File: src/rtl/reg_wb_queue.sv
// Writeback queue in front of the register file write port: in-order FIFO
// with drain on grant and youngest-match forwarding for two read addresses.
module reg_wb_queue #(
    parameter  int DEPTH = 4,
    parameter  int DW    = 32,
    parameter  int AW    = 5,
    localparam int PW    = $clog2(DEPTH),
    localparam int CW    = ((PW + 1) > AW) ? (PW + 1) : AW
) (
    input  logic          clk,
    input  logic          rst_n,
    input  logic          in_valid,
    output logic          in_ready,
    input  logic [AW-1:0] in_addr,
    input  logic [DW-1:0] in_data,
    input  logic          rf_grant,
    output logic          rf_we,
    output logic [AW-1:0] rf_waddr,
    output logic [DW-1:0] rf_wdata,
    input  logic [AW-1:0] fw_raddr1,
    input  logic [AW-1:0] fw_raddr2,
    output logic          fw_hit1,
    output logic          fw_hit2,
    output logic [DW-1:0] fw_data1,
    output logic [DW-1:0] fw_data2,
    output logic [CW-1:0] count,
    output logic          empty
);

    logic [AW-1:0]    r_addr [DEPTH];
    logic [DW-1:0]    r_data [DEPTH];
    logic [DEPTH-1:0] r_valid;
    logic [PW-1:0]    r_head;
    logic [PW-1:0]    r_tail;
    logic [CW-1:0]    r_count;

    logic             w_push;
    logic             w_pop;
    logic [PW-1:0]    w_idx;

    assign empty    = (r_count == '0);
    assign in_ready = (r_count != CW'(DEPTH));
    // Writes to x0 complete the handshake but are dropped here.
    assign w_push   = in_valid && in_ready && (in_addr != '0);
    assign rf_we    = !empty && rf_grant;
    assign w_pop    = rf_we;
    assign rf_waddr = empty ? '0 : r_addr[r_head];
    assign rf_wdata = empty ? '0 : r_data[r_head];
    assign count    = r_count;

    always_ff @(posedge clk or negedge rst_n) begin
        if (!rst_n) begin
            r_head  <= '0;
            r_tail  <= '0;
            r_count <= '0;
            r_valid <= '0;
        end else begin
            if (w_pop) begin
                r_head          <= r_head + 1'b1;
                r_valid[r_head] <= 1'b0;
            end
            if (w_push) begin
                r_tail          <= r_tail + 1'b1;
                r_valid[r_tail] <= 1'b1;
            end
            case ({w_push, w_pop})
                2'b10:   r_count <= r_count + 1'b1;
                2'b01:   r_count <= r_count - 1'b1;
                default: r_count <= r_count;
            endcase
        end
    end

    always_ff @(posedge clk) begin
        if (w_push) begin
            r_addr[r_tail] <= in_addr;
            r_data[r_tail] <= in_data;
        end
    end

    // Scan oldest to youngest so the last match found is the youngest.
    always_comb begin
        fw_hit1  = 1'b0;
        fw_hit2  = 1'b0;
        fw_data1 = '0;
        fw_data2 = '0;
        w_idx    = '0;
        for (int unsigned i = 0; i < DEPTH; i++) begin
            w_idx = r_head + PW'(i);
            if (r_valid[w_idx] && (fw_raddr1 != '0) && (r_addr[w_idx] == fw_raddr1)) begin
                fw_hit1  = 1'b1;
                fw_data1 = r_data[w_idx];
            end
            if (r_valid[w_idx] && (fw_raddr2 != '0) && (r_addr[w_idx] == fw_raddr2)) begin
                fw_hit2  = 1'b1;
                fw_data2 = r_data[w_idx];
            end
        end
    end

endmodule

File: config.mk
export PLATFORM = sky130hd
export DESIGN_NAME = reg_wb_queue
export DESIGN_NICKNAME = d
export VERILOG_FILES = /design/src/rtl/reg_wb_queue.sv
export SDC_FILE = /design/constraint.sdc
export NUM_CORES = 1
export LEC_CHECK = 0
export CAP_MARGIN = 15
export CELL_PAD_IN_SITES_DETAIL_PLACEMENT = 2
export CELL_PAD_IN_SITES_GLOBAL_PLACEMENT = 2
export CORE_MARGIN = 2
export CORE_UTILIZATION = 42
export CTS_CLUSTER_SIZE = 20
export DETAILED_ROUTE_END_ITERATION = 16
export GPL_ROUTABILITY_DRIVEN = 0
export PLACE_DENSITY = 0.93
export SETUP_SLACK_MARGIN = 0.1
export SKIP_LAST_GASP = 1
export SYNTH_ARGS = -nofsm -noshare
export SYNTH_HDL_FRONTEND = slang
export SYNTH_SLANG_ARGS = --single-unit
File: constraint.sdc
create_clock -name clk -period 7.9 [get_ports clk]
set_input_delay 0.79 -clock clk [delete_from_list [all_inputs] [get_ports clk]]
set_output_delay 0.79 -clock clk [all_outputs]
set_load 0.005 [all_outputs]
==> implementation parameters, run 1 <==
Parameter                              Value

Clock network
  H-tree depth    4
  Clock-pin transition on the worst setup and hold timing paths    70 ps
  Clock network latency to the later pin of the worst-skew pair    440 ps
  CTS Root Buffer Type    sky130_fd_sc_hd__clkbuf_16
  Post-CTS Hold Buffers    0
  Clock tree buffer depth    2
  Number of gates resized after CTS    0
  Sink Count    161
  TritonCTS clock tree    yes
  Post-CTS setup buffer count    0
  Total CTS buffers    17

Worst setup path
  Cells along the critical path    inv_1 -> ha_4 -> mux4_2 -> xnor2_4 -> nand2_2 -> or3_2 -> a311oi_1 -> o21ai_1 -> clkdlybuf4s50_1
  Required time of the critical path    7110 ps
  Critical path's largest stage delay    1080 ps
  Category of the most critical setup path    reg2out
  Type of destination of the critical path    primary output
  Arrival time reported for the critical path endpoint    6170 ps
  CP startpoint kind    flop
  Critical Path Fanout Max    50
  Cell with the largest stage delay on the worst path    sky130_fd_sc_hd__or3_2

Global route
  Global-route usage over all layers    0.320
  Wire length of the first global-routing pass    72600 um
  Via count of the first global-routing pass    11021
  Global route total overflow    0
  Largest net degree at the start of global routing    68
  Antenna violations before repair    2

Yosys
  Synthesized instance count    917
  Cell area after synthesis    0.0122 sq mm
  Parity-gate share of the synthesized area counting xor and xnor cells    0.0331
  Number of distinct library cells after synthesis    59
  Largest family of logic cells by synthesized area    multiplexers
  Post-synthesis share of cell area spent on and, or, nand and nor gates    0.102
  Post-synthesis adder-cell area fraction    0.0113
  Post-synthesis net count    979
  EDFF count, synth    148
  Sequential element share of the synthesized area    0.392
  Post-synthesis compound-gate area fraction    0.132
  Proportion of register bits with asynchronous set or reset after synthesis    0.0807
  Number of register bits inferred by synthesis    161
  Syn Area/Cell    13.3 sq um
  Multiplexer share of the synthesized area    0.288
  Most used flip-flop cell after synthesis    sky130_fd_sc_hd__edfxtp_1
  YS warnings    0

Die
  Die width    174 um
  Core Area    0.0286 sq mm
  Initial Utilization    0.425
  Core Rows    62
  Die Y    174 um
  Die Outline Area    0.0303 sq mm
  Number of top-level pins    162

Timing
  Final period utilization    0.881
  Number of setup violations in the final report    0
  Crit path time final    6960 ps
  Setup repair after global routing missed its margin    no
  Final total negative setup slack    0 ps
  Hold Worst Slack    569 ps
  Worst clock skew on the final layout    8.28 ps
  Maximum clock frequency    144 MHz
  Slew of the pin with the lowest slew margin    1170 ps
  Minimum setup slack in the final design    937 ps
  Number of hold violations in the final report    0
  Slew HR    0.218
  Number of max-slew violations in the final report    0

Finish
  Synthesis-to-layout area growth    20.7%
  Final #Nets    1081
  Fraction of layout instances using a drive strength above 1    0.264
  Fill cell count    2631
  Final instance count without filler cells    1418

Min path
  Worst min path class    reg2reg

Route
  Routed vias    10100
  Total wire length    48000 um
  DRC violation count after routing    0
  Iteration count of the initial detailed-routing pass    5
  Post-route antenna net violation count    0
  Wirelength per Cell    33.8 um
  Via count normalized by instance count    7.12
  DR iter-0 viols    1146

Pwr
  Largest voltage drop on the vdd net    0.342 mV
  PwrDens    450 mW/mm^2
  Static Leakage    0.00463 uW

Placed design
  Placed Instances    1382
  Worst Setup Slack post-DPL    1660 ps
  HPWL Detailed    29600 um
  Count of buffers inserted at the top-level ports    161

Status
  Outcome    completed

Flow run
  Total of max-cap violations    0
[stage by stage]
step                utilization  area, sq um  power [uW]
floorplan                     -        12200        4040
global placement          0.489        14000        5330
detailed placement        0.489        14000        5560
CTS                       0.511        14600        6550
global route              0.513        14700        6910
finish                    0.513        14700        6600
[registers in the layout, indices dropped and copies added, names as in the netlist]
register  flops
r_head        2
r_data      128
r_addr       20
r_tail        2
r_valid       4
count         5
[metal layers]
layer / vias to the layer above / share of wire / global-route usage
met1: 5248 / 0.37 / 0.388
li1: 3972 / - / -
met2: 725 / 0.51 / 0.543
met5: - / 0 / 0
met4: 0 / 0.043 / 0.153
met3: 155 / 0.084 / 0.0689
[synthesized netlist by cell type, types with 18 or more instances]
master	count	area [sq um]
sky130_fd_sc_hd__mux4_2	151	3400
sky130_fd_sc_hd__edfxtp_1	148	4440
sky130_fd_sc_hd__nand2_1	78	293
sky130_fd_sc_hd__clkbuf_1	58	218
sky130_fd_sc_hd__o21ai_1	53	265
sky130_fd_sc_hd__nor2b_1	41	257
sky130_fd_sc_hd__a311oi_1	31	272
sky130_fd_sc_hd__buf_2	30	150
sky130_fd_sc_hd__xnor2_1	30	263
sky130_fd_sc_hd__nor2_1	28	105
sky130_fd_sc_hd__o21ai_0	27	135
sky130_fd_sc_hd__nor4b_1	24	210
sky130_fd_sc_hd__a221oi_2	18	270
sky130_fd_sc_hd__o31ai_2	18	225
[final timing paths]
path	start	endpoint	slack [ps]	depth (start not counted)
max reg2reg	count[1]	count[4]	4320	12
max	r_head[0]	fw_data1[11]	940	9
min	count[4]	count[4]	570	1
min in group asynchronous	rst_n	count[1]	780	1
max in group asynchronous	rst_n	r_head[1]	6580	1
min reg2reg	count[4]	count[4]	570	1
[kinds of logic after synthesis]
| group | Yosys count |
|---|---|
| adders and majority gates | 11 |
| AOI/OAI and AO/OA | 198 |
| buffers and inverters | 110 |
| and+or+nand+nor | 233 |
| muxes | 161 |
| DFF | 161 |
| xor gates and xnor gates | 43 |
[power breakdown]
| group | internal (uW) | switching, uW | total, uW |
|---|---|---|---|
| registers | 1140 | 269 | 1410 |
| logic | 2050 | 2250 | 4310 |
| clock network | 517 | 369 | 886 |
| total | 3710 | 2890 | 6600 |
[layout make-up]
type | instances | area [sq um] | area share
timing repair buffer | 184 | 1820 | 0.124
inverter | 9 | 33.8 | 0.00230
tap | 384 | 480 | 0.0327
sequential | 161 | 4780 | 0.325
clock buffer | 21 | 460 | 0.0314
antenna | 2 | 5.00 | 0.000341
multi-input combinational | 646 | 6950 | 0.473
clock inverter | 11 | 153 | 0.0104
[cells in the final DEF, fill, tap and decap left out, types with 3 or more instances in the layout]
cell type,synthesis,routed
sky130_fd_sc_hd__inv_6,0,3
sky130_fd_sc_hd__nor4_1,4,4
sky130_fd_sc_hd__o21ai_1,53,53
sky130_fd_sc_hd__nor4b_1,24,24
sky130_fd_sc_hd__mux2_2,4,4
sky130_fd_sc_hd__a221oi_1,14,14
sky130_fd_sc_hd__nor3_1,13,12
sky130_fd_sc_hd__nor2b_1,41,40
sky130_fd_sc_hd__a21o_1,6,6
sky130_fd_sc_hd__o21bai_1,12,12
sky130_fd_sc_hd__nand4_1,4,4
sky130_fd_sc_hd__a221oi_2,18,18
sky130_fd_sc_hd__ha_1,11,10
sky130_fd_sc_hd__o31ai_2,18,18
sky130_fd_sc_hd__and2_2,0,5
sky130_fd_sc_hd__or2_2,4,4
sky130_fd_sc_hd__nor2_1,28,27
sky130_fd_sc_hd__edfxtp_1,148,148
sky130_fd_sc_hd__buf_4,2,21
sky130_fd_sc_hd__nand2_1,78,77
sky130_fd_sc_hd__o21ai_0,27,27
sky130_fd_sc_hd__bufinv_16,0,3
sky130_fd_sc_hd__clkbuf_16,0,17
sky130_fd_sc_hd__clkdlybuf4s50_1,0,161
sky130_fd_sc_hd__dfrtp_1,13,11
sky130_fd_sc_hd__mux2i_1,6,6
sky130_fd_sc_hd__inv_1,8,8
sky130_fd_sc_hd__or3_1,5,4
sky130_fd_sc_hd__clkinvlp_4,0,3
sky130_fd_sc_hd__a311oi_1,31,31
sky130_fd_sc_hd__xor2_1,11,11
sky130_fd_sc_hd__nand3_1,15,15
sky130_fd_sc_hd__xnor2_1,30,30
sky130_fd_sc_hd__mux4_2,151,151
[critical path: cells and delay by family (launching register included)]
family | cells | cell delay [ps]
flip-flops | 1 | 940
AND/OR/NAND/NOR | 2 | 1670
adder cells (fa/ha/maj) | 1 | 510
XOR/XNOR | 1 | 380
buffers and inverters | 2 | 890
AO/OA/AOI/OAI | 2 | 660
multiplexers | 1 | 610
No activity file was read; power rests on OpenSTA's default activity.
==> run 2: changes to the inputs <==
--- a/config.mk
+++ b/config.mk
@@ -5,10 +5,10 @@
 export SDC_FILE = /design/constraint.sdc
 export NUM_CORES = 1
 export LEC_CHECK = 0
-export CAP_MARGIN = 15
+export CAP_MARGIN = 20
 export CELL_PAD_IN_SITES_DETAIL_PLACEMENT = 2
 export CELL_PAD_IN_SITES_GLOBAL_PLACEMENT = 2
-export CORE_MARGIN = 2
+export CORE_MARGIN = 3
 export CORE_UTILIZATION = 42
 export CTS_CLUSTER_SIZE = 20
 export DETAILED_ROUTE_END_ITERATION = 16
==> run 2 against run 1 <==
Net effect: worst hold slack worse by 39 ps; die area is 2.3% higher; utilization is 0.61 points higher; fmax is 3.9% lower; register-to-register slack worse by 160 ps; critical endpoint is now fw_data1[18].
==> implementation parameters, run 2 (same netlist as run 1, synthesis figures left out) <==
Parameter                              Value

Status
  Outcome    completed

Route
  Routed vias    10282
  Via count normalized by instance count    7.30
  Iteration count of the initial detailed-routing pass    8
  DRC violation count after routing    0
  DR iter-0 viols    1213
  Post-route antenna net violation count    0
  Wirelength per Cell    35.8 um
  Total wire length    50400 um

Clock network
  TritonCTS clock tree    yes
  H-tree depth    4
  Clock-pin transition on the worst setup and hold timing paths    70 ps
  CTS Root Buffer Type    sky130_fd_sc_hd__clkbuf_16
  Clock network latency to the later pin of the worst-skew pair    440 ps
  Post-CTS setup buffer count    0
  Clock tree buffer depth    2
  Sink Count    161
  Total CTS buffers    17
  Post-CTS Hold Buffers    0
  Number of gates resized after CTS    0

Timing
  Worst clock skew on the final layout    12.8 ps
  Slew HR    0.324
  Setup repair after global routing missed its margin    no
  Number of setup violations in the final report    0
  Final period utilization    0.917
  Maximum clock frequency    138 MHz
  Crit path time final    7250 ps
  Final total negative setup slack    0 ps
  Slew of the pin with the lowest slew margin    1010 ps
  Number of hold violations in the final report    0
  Number of max-slew violations in the final report    0

Flow run
  Total of max-cap violations    0

Finish
  Highest-count cells in the layout ignoring fill and taps    sky130_fd_sc_hd__clkdlybuf4s50_1, sky130_fd_sc_hd__mux4_2, sky130_fd_sc_hd__edfxtp_1, sky130_fd_sc_hd__nand2_1, sky130_fd_sc_hd__o21ai_1
  Largest reg by FF count    r_data
  Most common cell after layout, fill and taps aside    sky130_fd_sc_hd__clkdlybuf4s50_1
  Max FFs per register    128
  Synthesis-to-layout area growth    20.1%
  Final #Nets    1078
  Fill cell count    2567
  Fraction of layout instances using a drive strength above 1    0.262

Worst setup path
  Levels on crit path    9
  Critical path buffer and inverter count    2
  Critical path's largest stage delay    1050 ps
  Cells along the critical path    inv_1 -> ha_4 -> mux4_2 -> xnor2_4 -> nand2_2 -> or3_2 -> a311oi_1 -> o21ai_1 -> clkdlybuf4s50_1
  Required time of the critical path    7110 ps
  CP startpoint kind    flop
  Cell with the largest stage delay on the worst path    sky130_fd_sc_hd__or3_2
  Cell family with the largest share of critical-path delay    simple AND/OR/NAND/NOR gates
  Worst R2R Path Depth    12
  Type of destination of the critical path    primary output
  Critical Path Fanout Max    52
  Category of the most critical setup path    reg2out
  Arrival time reported for the critical path endpoint    6460 ps

Die
  Core Area    0.0282 sq mm
  Die width    176 um
  Initial Utilization    0.432
  Core Rows    61
  Number of top-level pins    162
  Die Outline Area    0.0311 sq mm
  Die Y    176 um

Global route
  Global-route usage over all layers    0.323
  Antenna violations before repair    3
  Wire length of the first global-routing pass    74700 um
  Largest net degree at the start of global routing    65
  Via count of the first global-routing pass    11216
  Global route total overflow    0

Pwr
  Static Leakage    0.00462 uW
  Largest voltage drop on the vdd net    0.202 mV
  Total chip power    6640 uW
  PwrDens    455 mW/mm^2

Placed design
  Count of buffers inserted at the top-level ports    161
  HPWL Detailed    31100 um

Min path
  Worst min path class    reg2reg
  Worst Hold Path Cells    1
[run 2: stage by stage]
stage / hold WS, ps / setup slack (ps) / cell area [sq um] / instances / utilization
after floorplan: 485 / 3020 / 12200 / 917 / -
after global placement: 501 / 1620 / 14000 / 1375 / 0.497
after detailed placement: 515 / 1330 / 14000 / 1375 / 0.497
after CTS: 526 / 715 / 14600 / 1407 / 0.519
after global routing: 566 / 390 / 14600 / 1409 / 0.519
final: 530 / 654 / 14600 / 1409 / 0.519
[run 2: worst paths after layout]
kind	startpoint	end	slack, ps
setup reg to reg	count[1]	count[4]	4160
setup / recovery	r_head[0]	fw_data1[18]	650
hold / removal	count[4]	count[4]	530
min in group asynchronous	rst_n	r_valid[1]	790
max in group asynchronous	rst_n	r_head[1]	6550
hold reg to reg	count[4]	count[4]	530
[run 2: final cells by class]
| cell class | count | area [sq um] | share of cell area |
|---|---|---|---|
| Clock buffer | 19 | 443 | 0.0303 |
| Sequential cell | 161 | 4780 | 0.327 |
| Multi-Input combinational cell | 646 | 6950 | 0.475 |
| Clock inverter | 13 | 174 | 0.0119 |
| Inverter | 9 | 33.8 | 0.00231 |
| Timing Repair Buffer | 181 | 1760 | 0.121 |
| Antenna cell | 2 | 5.00 | 0.000342 |
| Tap cell | 378 | 473 | 0.0324 |
[run 2: per-layer routing]
layer  vias to the layer above  wire length (um)  GRT usage
li1                       3964                 -          -
met1                      5432             18600      0.399
met2                       725             25800      0.546
met3                       159              3920     0.0609
met4                         2              2070      0.158
met5                         -                13          0
[run 2: power by group]
part           switching [uW]  leakage [uW]  internal [uW]
Combinational            2280       0.00281           2030
Sequential                296       0.00151           1140
Clock                     388      0.000304            514
==> run 3: changes to the inputs <==
--- a/config.mk
+++ b/config.mk
@@ -9,11 +9,11 @@
 export CELL_PAD_IN_SITES_DETAIL_PLACEMENT = 2
 export CELL_PAD_IN_SITES_GLOBAL_PLACEMENT = 2
 export CORE_MARGIN = 3
-export CORE_UTILIZATION = 42
+export CORE_UTILIZATION = 39
 export CTS_CLUSTER_SIZE = 20
 export DETAILED_ROUTE_END_ITERATION = 16
 export GPL_ROUTABILITY_DRIVEN = 0
-export PLACE_DENSITY = 0.93
+export PLACE_DENSITY = 0.87
 export SETUP_SLACK_MARGIN = 0.1
 export SKIP_LAST_GASP = 1
 export SYNTH_ARGS = -nofsm -noshare
==> constraint.sdc (replaced) <==
create_clock -name clk -period 8.2 [get_ports clk]
set_input_delay 0.82 -clock clk [delete_from_list [all_inputs] [get_ports clk]]
set_output_delay 0.82 -clock clk [all_outputs]
set_load 0.005 [all_outputs]
==> run 3 against run 2 <==
Net effect: critical path depth unchanged; non-clock buffer count is 1 lower; register-to-register slack gained 760 ps; combinational power down 5.1%; count of clock-buffer cells in the layout shrank 1; sequential power decreased by 10%; critical endpoint unchanged; largest cell class unchanged.
==> implementation parameters, run 3 (same netlist as run 1, synthesis figures left out) <==
Parameter                              Value

Finish
  Final #Nets    1077
  Highest-count cells in the layout ignoring fill and taps    sky130_fd_sc_hd__clkdlybuf4s50_1, sky130_fd_sc_hd__mux4_2, sky130_fd_sc_hd__edfxtp_1, sky130_fd_sc_hd__nand2_1, sky130_fd_sc_hd__o21ai_1
  Max FFs per register    128
  Post-route cell area    0.0146 sq mm
  Synthesis-to-layout area growth    19.9%
  Fraction of layout instances using a drive strength above 1    0.261
  Fill cell count    2893
  Most common cell after layout, fill and taps aside    sky130_fd_sc_hd__clkdlybuf4s50_1
  Largest reg by FF count    r_data

Timing
  Worst clock skew on the final layout    11.5 ps
  Final period utilization    0.793
  Setup repair after global routing missed its margin    no
  Slew HR    0.212
  Crit path time final    6500 ps
  Number of hold violations in the final report    0
  Final total negative setup slack    0 ps
  Maximum clock frequency    154 MHz
  Minimum setup slack in the final design    1700 ps
  Number of setup violations in the final report    0
  Number of max-slew violations in the final report    0
  Slew of the pin with the lowest slew margin    1180 ps

Clock network
  Post-CTS setup buffer count    0
  Clock tree buffer depth    2
  Post-CTS Hold Buffers    0
  Sink Count    161
  Clock-pin transition on the worst setup and hold timing paths    70 ps
  CTS Root Buffer Type    sky130_fd_sc_hd__clkbuf_16
  Number of gates resized after CTS    0
  Clock network latency to the later pin of the worst-skew pair    440 ps
  Total CTS buffers    17
  H-tree depth    4
  TritonCTS clock tree    yes

Route
  Wire length on met3    3100 um
  Via count normalized by instance count    6.91
  Wirelength per Cell    31.3 um
  DRC violation count after routing    0
  DR iter-0 viols    1044
  DR WL met2    22600 um
  Uppermost routed layer    met5
  Post-route antenna net violation count    0
  Routed vias    9850
  Post-route met1 wirelength    17700 um
  Total wire length    44600 um
  Iteration count of the initial detailed-routing pass    7

Worst setup path
  Minimum setup slack among reg-to-reg paths    4920 ps
  Cells along the critical path    inv_1 -> ha_4 -> mux4_2 -> xnor2_4 -> nand2_2 -> or3_2 -> a311oi_1 -> o21ai_1 -> clkdlybuf4s50_1
  Worst r2r dst    count[4]
  Worst R2R Path Depth    12
  Worst setup startpoint    r_head[1]
  Worst setup endpoint    fw_data1[18]
  Arrival time reported for the critical path endpoint    5680 ps
  Type of destination of the critical path    primary output
  Cell with the largest stage delay on the worst path    sky130_fd_sc_hd__or3_2
  Critical register-to-register path startpoint    count[1]
  CP startpoint kind    flop
  Critical path's largest stage delay    1030 ps
  Required time of the critical path    7380 ps
  Critical Path Fanout Max    33
  Category of the most critical setup path    reg2out

Pwr
  PwrDens    422 mW/mm^2
  Static Leakage    0.00458 uW
  Largest voltage drop on the vdd net    0.263 mV

Die
  Core Area    0.0307 sq mm
  Die width    183 um
  Number of top-level pins    162
  Initial Utilization    0.397
  Core Rows    64
  Die Outline Area    0.0334 sq mm
  Die Y    183 um

Placed design
  DP Area    0.0140 sq mm
  Worst Setup Slack post-DPL    2380 ps
  HPWL Detailed    28000 um
  Count of buffers inserted at the top-level ports    161

Flow run
  Total of max-cap violations    0

Status
  Outcome    completed

Global route
  Antenna violations before repair    2
  Global-route usage over all layers    0.268
  Wire length of the first global-routing pass    68500 um
  Global route total overflow    0
  Largest net degree at the start of global routing    162
  Via count of the first global-routing pass    10670

Min path
  Worst min path class    reg2reg
[run 3: cell count changes in the layout (fill, tap and decap cells not counted), sizes merged]
cell      before  now
bufinv         3    0
clkinvlp       0    2
inv           15   17
buf           20   19
clkbuf        19   18
diode          2    1
[run 3: power by group]
part | total, uW | leakage [uW] | internal, uW | switching [uW]
Clock | 772 | 0.000264 | 398 | 374
Sequential | 1290 | 0.00151 | 1100 | 188
Combinational | 4090 | 0.00281 | 1960 | 2130
Total | 6150 | 0.00458 | 3460 | 2690
[run 3: worst min path at each step]
stage | slack [ps] | startpoint | endpoint | cells past startpoint
finish | 540 | count[4] | count[4] | 1
global route | 560 | count[4] | count[4] | 1
CTS | 540 | count[4] | count[4] | 1
detailed placement | 510 | count[4] | count[4] | 1
global placement | 490 | count[4] | count[4] | 1
floorplan | 480 | count[4] | count[4] | 1
[run 3: metal layers]
layer	vias up	GRT usage
met5	-	0
met4	2	0.0899
met3	97	0.0429
met2	563	0.455
met1	5227	0.351
li1	3961	-
[run 3: critical path: cells and delay by family, from the launching register on]
family / cells / cell delay (ps)
buf+inv: 2 / 650
mux: 1 / 660
xor+xnor: 1 / 410
flops: 1 / 560
fa+ha+maj: 1 / 680
simple gates: 2 / 1560
compound gates: 2 / 680
[run 3: per-stage QoR]
stage / total power (uW) / instances / hold WS, ps / utilization
after floorplan: 3890 / 917 / 485 / -
after global placement: 5150 / 1392 / 492 / 0.458
after detailed placement: 5320 / 1392 / 510 / 0.458
after CTS: 6170 / 1424 / 542 / 0.475
after global routing: 6480 / 1425 / 563 / 0.476
final: 6150 / 1425 / 539 / 0.476
[run 3: cell type report]
| type | instances | area, sq um | area share |
|---|---|---|---|
| Inverter | 9 | 33.8 | 0.00232 |
| Tap cell | 396 | 495 | 0.0340 |
| Clock buffer | 18 | 429 | 0.0294 |
| Antenna cell | 1 | 2.50 | 0.000172 |
| Sequential cell | 161 | 4780 | 0.328 |
| Timing Repair Buffer | 180 | 1780 | 0.122 |
| Multi-Input combinational cell | 646 | 6950 | 0.476 |
| Clock inverter | 14 | 120 | 0.00824 |
==> variant 1 (flow settings as in run 3) <==
Make the reset (`rst_n`) synchronous in one clocked block.
--- a/src/rtl/reg_wb_queue.sv
+++ b/src/rtl/reg_wb_queue.sv
@@ -48,7 +48,7 @@
     assign rf_wdata = empty ? '0 : r_data[r_head];
     assign count    = r_count;
 
-    always_ff @(posedge clk or negedge rst_n) begin
+    always_ff @(posedge clk) begin
         if (!rst_n) begin
             r_head  <= '0;
             r_tail  <= '0;
Function: differs if rst_n is asserted again (counterexample within 4 cycles, from zero or initial values and one cycle with rst_n low); with rst_n held inactive, the same outputs for 4 cycles.
==> variant 1 against run 3 <==
- area after synthesis is 3.1% higher
- critical path type unchanged
- sequential cell count increased by 2
- first-iteration DRC count up 33%
- setup slack better by 180 ps
- maximum frequency up 2.8%
- wire length increased by 10%
- cell area is 2.0% higher
- total power is 29% lower
- clock power is 2% lower
- die area rose by 3.0%
==> variant 1: results (changes against run 3) <==
slowest_stage: "ha_4"
crit_fanout: 52  # +58%
cts.htree.levels: 4  # unchanged
yosys-top-cells-area: "edfxtp_1, mux4_2, a31oi_1"
clkLatencyLatePin_ps: 440  # about the same
syn_nets: 1049  # +7.2%
clkTransAtPathRegs_ps: 70  # about the same
grt_first_pass_wirelength_um: 74600  # +8.8%
holdPathStages: 2  # +1
synth-main-ff-cell: "edfxtp_1"
clock_skew_ps: 11.1  # -0.344 ps
nNetsFinal: 1144  # +6.2%
critPathMaxStageDelay_ps: 850  # -180 ps
num_vias: 10600  # +7.2%
synth_edf_count: 148  # unchanged
rr_endpoint: "count[4]"
antenna_found_initial: 0  # -2
grt_pass1_vias: 11600  # +8.9%
n_fill_cell: 3024  # +4.5%
first_iter_violations: 1385  # +33%
drv_slew: 0  # unchanged
yosysSeqAreaShare: 0.378  # -0.0136
fin_crit_ps: 6330  # -175 ps
holdCritPathClass: "reg2reg"
ff2ff_path_depth: 12  # unchanged
hp-start: "count[4]"
grt_usage: 0.288  # +0.0202
largest_register_ffs: 128  # unchanged
grt_max_degree: 68  # -58%
diodes: 0  # -1
cp_top_family: "buffers and inverters"
dp_hpwl_um: 32000  # +15%
drive_gt1_frac: 0.236  # -0.0251
r2r_slack_ps: 4910  # about the same
firstDrtPassIters: 5  # -2
ctsResizeCount: 0  # unchanged
whs_endpoint: "count[4]"
synth_cell_type_count: 50  # -15%
worstSetupEndpoint: "fw_data1[22]"
worstPathArrival_ps: 5510  # -170 ps
synthTopCellsByCount: "edfxtp_1, mux4_2, nor2_1"
dpl_worst_slack_ps: 2380  # -5.07 ps
r2r_start: "count[1]"
crit_start: "r_head[1]"
ir_worst_vdd_mv: 0.171  # -35%
power_leakage_nw: 4.36  # -4.7%
status: "finished clean"
cts_made_buffers: 17  # unchanged
root_buffer: "clkbuf_16"
cts_setup_buffers: 0  # unchanged
drt_wl_total_um: 49300  # +10%
largest-register: "r_data"
synthArstFlopShare: 0  # -0.0807
cts_buffer_depth: 2  # unchanged
relSlewSlack: 0.234  # +0.0215
==> variant 1: worst min-delay path, delay by kind of cell, from the launching register on <==
family         cells  cell delay [ps]
flip-flops         1              340
AO/OA/AOI/OAI      2              160
==> variant 1: final cells by class <==
cell class              instances  area (um2)  area share
clock buffers                  19         433      0.0291
multi-input cells             704        7220       0.485
inverters                       8        30.0     0.00202
flip-flops and latches        163        4750       0.319
clock inverters                13         101     0.00681
well taps                     402         503      0.0338
repair buffers                188        1830       0.123
==> variant 1: through the flow <==
step	utilization	power [W]	cell area, um2	hold slack (ps)	instances
3_3_place_gp	0.452	0.00351	14300	512	1464
4_1_cts	0.469	0.00439	14800	556	1496
6_report	0.470	0.00439	14900	550	1497
3_5_place_dp	0.452	0.00363	14300	544	1464
2_1_floorplan	-	0.00270	12500	493	987
5_1_grt	0.470	0.00462	14900	628	1497
==> variant 1: logic make-up (layout without fill, tap and decap cells) <==
family          after synthesis  after routing  synth area share
buf+inv                     120            228            0.0512
fa+ha+maj                    11             11            0.0110
simple gates                268            268             0.119
mux                         163            163             0.278
flops                       163            163             0.378
xor+xnor                     47             47            0.0328
compound gates              215            215             0.130
==> variant 1: power by group <==
part / switching (W) / leakage (nW) / internal [W] / total, W
registers: 0.000108 / 1.48 / 0.00102 / 0.00113
logic: 0.00128 / 2.63 / 0.00122 / 0.00250
clock network: 0.000367 / 0.252 / 0.000392 / 0.000759
total: 0.00176 / 4.36 / 0.00264 / 0.00439
==> variant 1: per-layer routing <==
layer,global-route usage,part of all wire
met2,0.492,0.51
met1,0.359,0.38
met5,0,0
met4,0.133,0.039
met3,0.0473,0.073
==> variant 2 (settings of run 3) <==
Without the edit above. The parameter `AW` goes from 5 to 3.
--- a/src/rtl/reg_wb_queue.sv
+++ b/src/rtl/reg_wb_queue.sv
@@ -3,7 +3,7 @@
 module reg_wb_queue #(
     parameter  int DEPTH = 4,
     parameter  int DW    = 32,
-    parameter  int AW    = 5,
+    parameter  int AW    = 3,
     localparam int PW    = $clog2(DEPTH),
     localparam int CW    = ((PW + 1) > AW) ? (PW + 1) : AW
 ) (
Interface: changed (5 resized); port bits go from 162 to 152. No check against the original RTL was run, so the function may have changed too.
==> variant 2 against run 3 <==
- total power grew 9.0%
- first-iteration DRC count down 29%
- clock power increased by 3.0%
- area after synthesis shrank 11%
- cell area decreased by 8.5%
- register-to-register slack improved by 710 ps
- hold slack better by 39 ps
- sequential cell count is 10 lower
- wire length fell by 12%
- global-route usage down 0.58 points
- setup slack improved by 340 ps
==> variant 2: results (changes against run 3) <==
status: "finished clean"
clock_skew_ps: 7.27  # -4.22 ps
dp_hpwl_um: 26000  # -6.9%
power_leakage_nw: 4.43  # -3.3%
highest_layer: "met4"
ir_worst_vdd_mv: 0.247  # -6.0%
ff2ff_path_depth: 6  # -6
ys_warn_count: 0  # unchanged
grt_first_pass_wirelength_um: 58000  # -15%
use_met1: 0.311  # -0.0405
n_fill_cell: 2567  # -11%
syn_nets: 858  # -12%
worstPathArrival_ps: 5350  # -330 ps
wl_met1_um: 14700  # -17%
cts_buffer_depth: 2  # unchanged
clkTransAtPathRegs_ps: 60
synth_edf_count: 140  # -5.4%
clock_power_w: 0.000795  # +3.0%
worstSetupEndpoint: "fw_data1[21]"
grtUsageMet2: 0.480  # +0.0253
grt_pass1_vias: 9262  # -13%
crit_fanout: 33  # unchanged
yosysSeqAreaShare: 0.415  # +0.0230
synth_cell_type_count: 45  # -24%
diodes: 0  # -1
grt_max_degree: 75  # -54%
seqPwrFrac: 0.174  # -0.036
num_vias: 8399  # -15%
wl_met3_um: 2540  # -18%
synthTopCellsByCount: "mux4_2, edfxtp_1, nand2_1"
r2r_slack_ps: 5630  # +710 ps
firstDrtPassIters: 5  # -2
port_buffers: 151  # -6.2%
fmax_mhz: 162  # +5.4%
cts_made_buffers: 17  # unchanged
internal_power_w: 0.00389  # +12%
grt_use_met3: 0.0494  # +0.00653
grt_usage: 0.262  # -0.00577
antenna_found_initial: 0  # -2
worst_pin_slew_ps: 1150  # -30.5 ps
wl_met2_um: 20800  # -7.6%
rr_endpoint: "r_valid[1]"
dpl_worst_slack_ps: 2570  # +183 ps
first_iter_violations: 740  # -29%
yosys-top-cells-area: "edfxtp_1, mux4_2, nand2_1"
drive_gt1_frac: 0.282  # +0.0209
nNetsFinal: 976  # -9.4%
crit_start: "r_head[0]"
drt_wl_total_um: 39000  # -12%
synthArstFlopShare: 0.0728  # -0.00790
variant 2: changes by cell type in the layout (fill, tap and decap cells not counted), moves of 23 or more:
cell and change:
a311oi_1 -31, a31oi_1 +32, and2_1 +32, inv_1 +34, nand2_1 +31, nor2b_1 -35
nor4b_1 -23, o21ai_0 -24, o21ai_1 -53, o221a_2 +32, o22ai_1 +34
variant 2: worst min path at each step:
stage                     depth (start not counted)       start  slack, ps    endpoint
after floorplan                                   1  r_valid[0]        500  r_valid[0]
after global placement                            1  r_valid[0]        530  r_valid[0]
after detailed placement                          1  r_valid[1]        560  r_valid[1]
after CTS                                         1  r_valid[1]        570  r_valid[1]
after global routing                              1  r_valid[1]        590  r_valid[1]
final                                             1  r_valid[1]        580  r_valid[1]
variant 2: cell type report:
class	instances	area, um2	area share
well taps	372	465	0.0349
multi-input cells	537	5890	0.441
clock inverters	11	123	0.00918
clock buffers	21	470	0.0352
repair buffers	172	1760	0.132
flip-flops and latches	151	4490	0.336
inverters	42	158	0.0118
variant 2: per-stage QoR:
stage	utilization	cell area, um2	std cells	power (W)
after detailed placement	0.467	12700	1270	0.00583
after CTS	0.489	13200	1302	0.00667
after global placement	0.465	12600	1267	0.00560
after global routing	0.493	13400	1306	0.00709
final	0.493	13400	1306	0.00670
after floorplan	-	10800	803	0.00388
variant 2: cells by family (layout without fill, tap and decap cells):
family,after synthesis,count (layout),synth area share
compound gates,144,144,0.110
xor+xnor,21,21,0.0170
fa+ha+maj,10,10,0.0123
buf+inv,115,246,0.0473
flops,151,151,0.415
mux,155,155,0.310
simple gates,207,207,0.0881
variant 2: worst max-delay path: stages (launching register included):
cell             delay, ps
dfrtp_4                560
inv_1                  160
ha_4                   660
mux4_2                 460
xnor2_1                290
nand4_1                560
nand2_2                930
o22ai_1                210
a31oi_1                420
clkdlybuf4s50_1        600
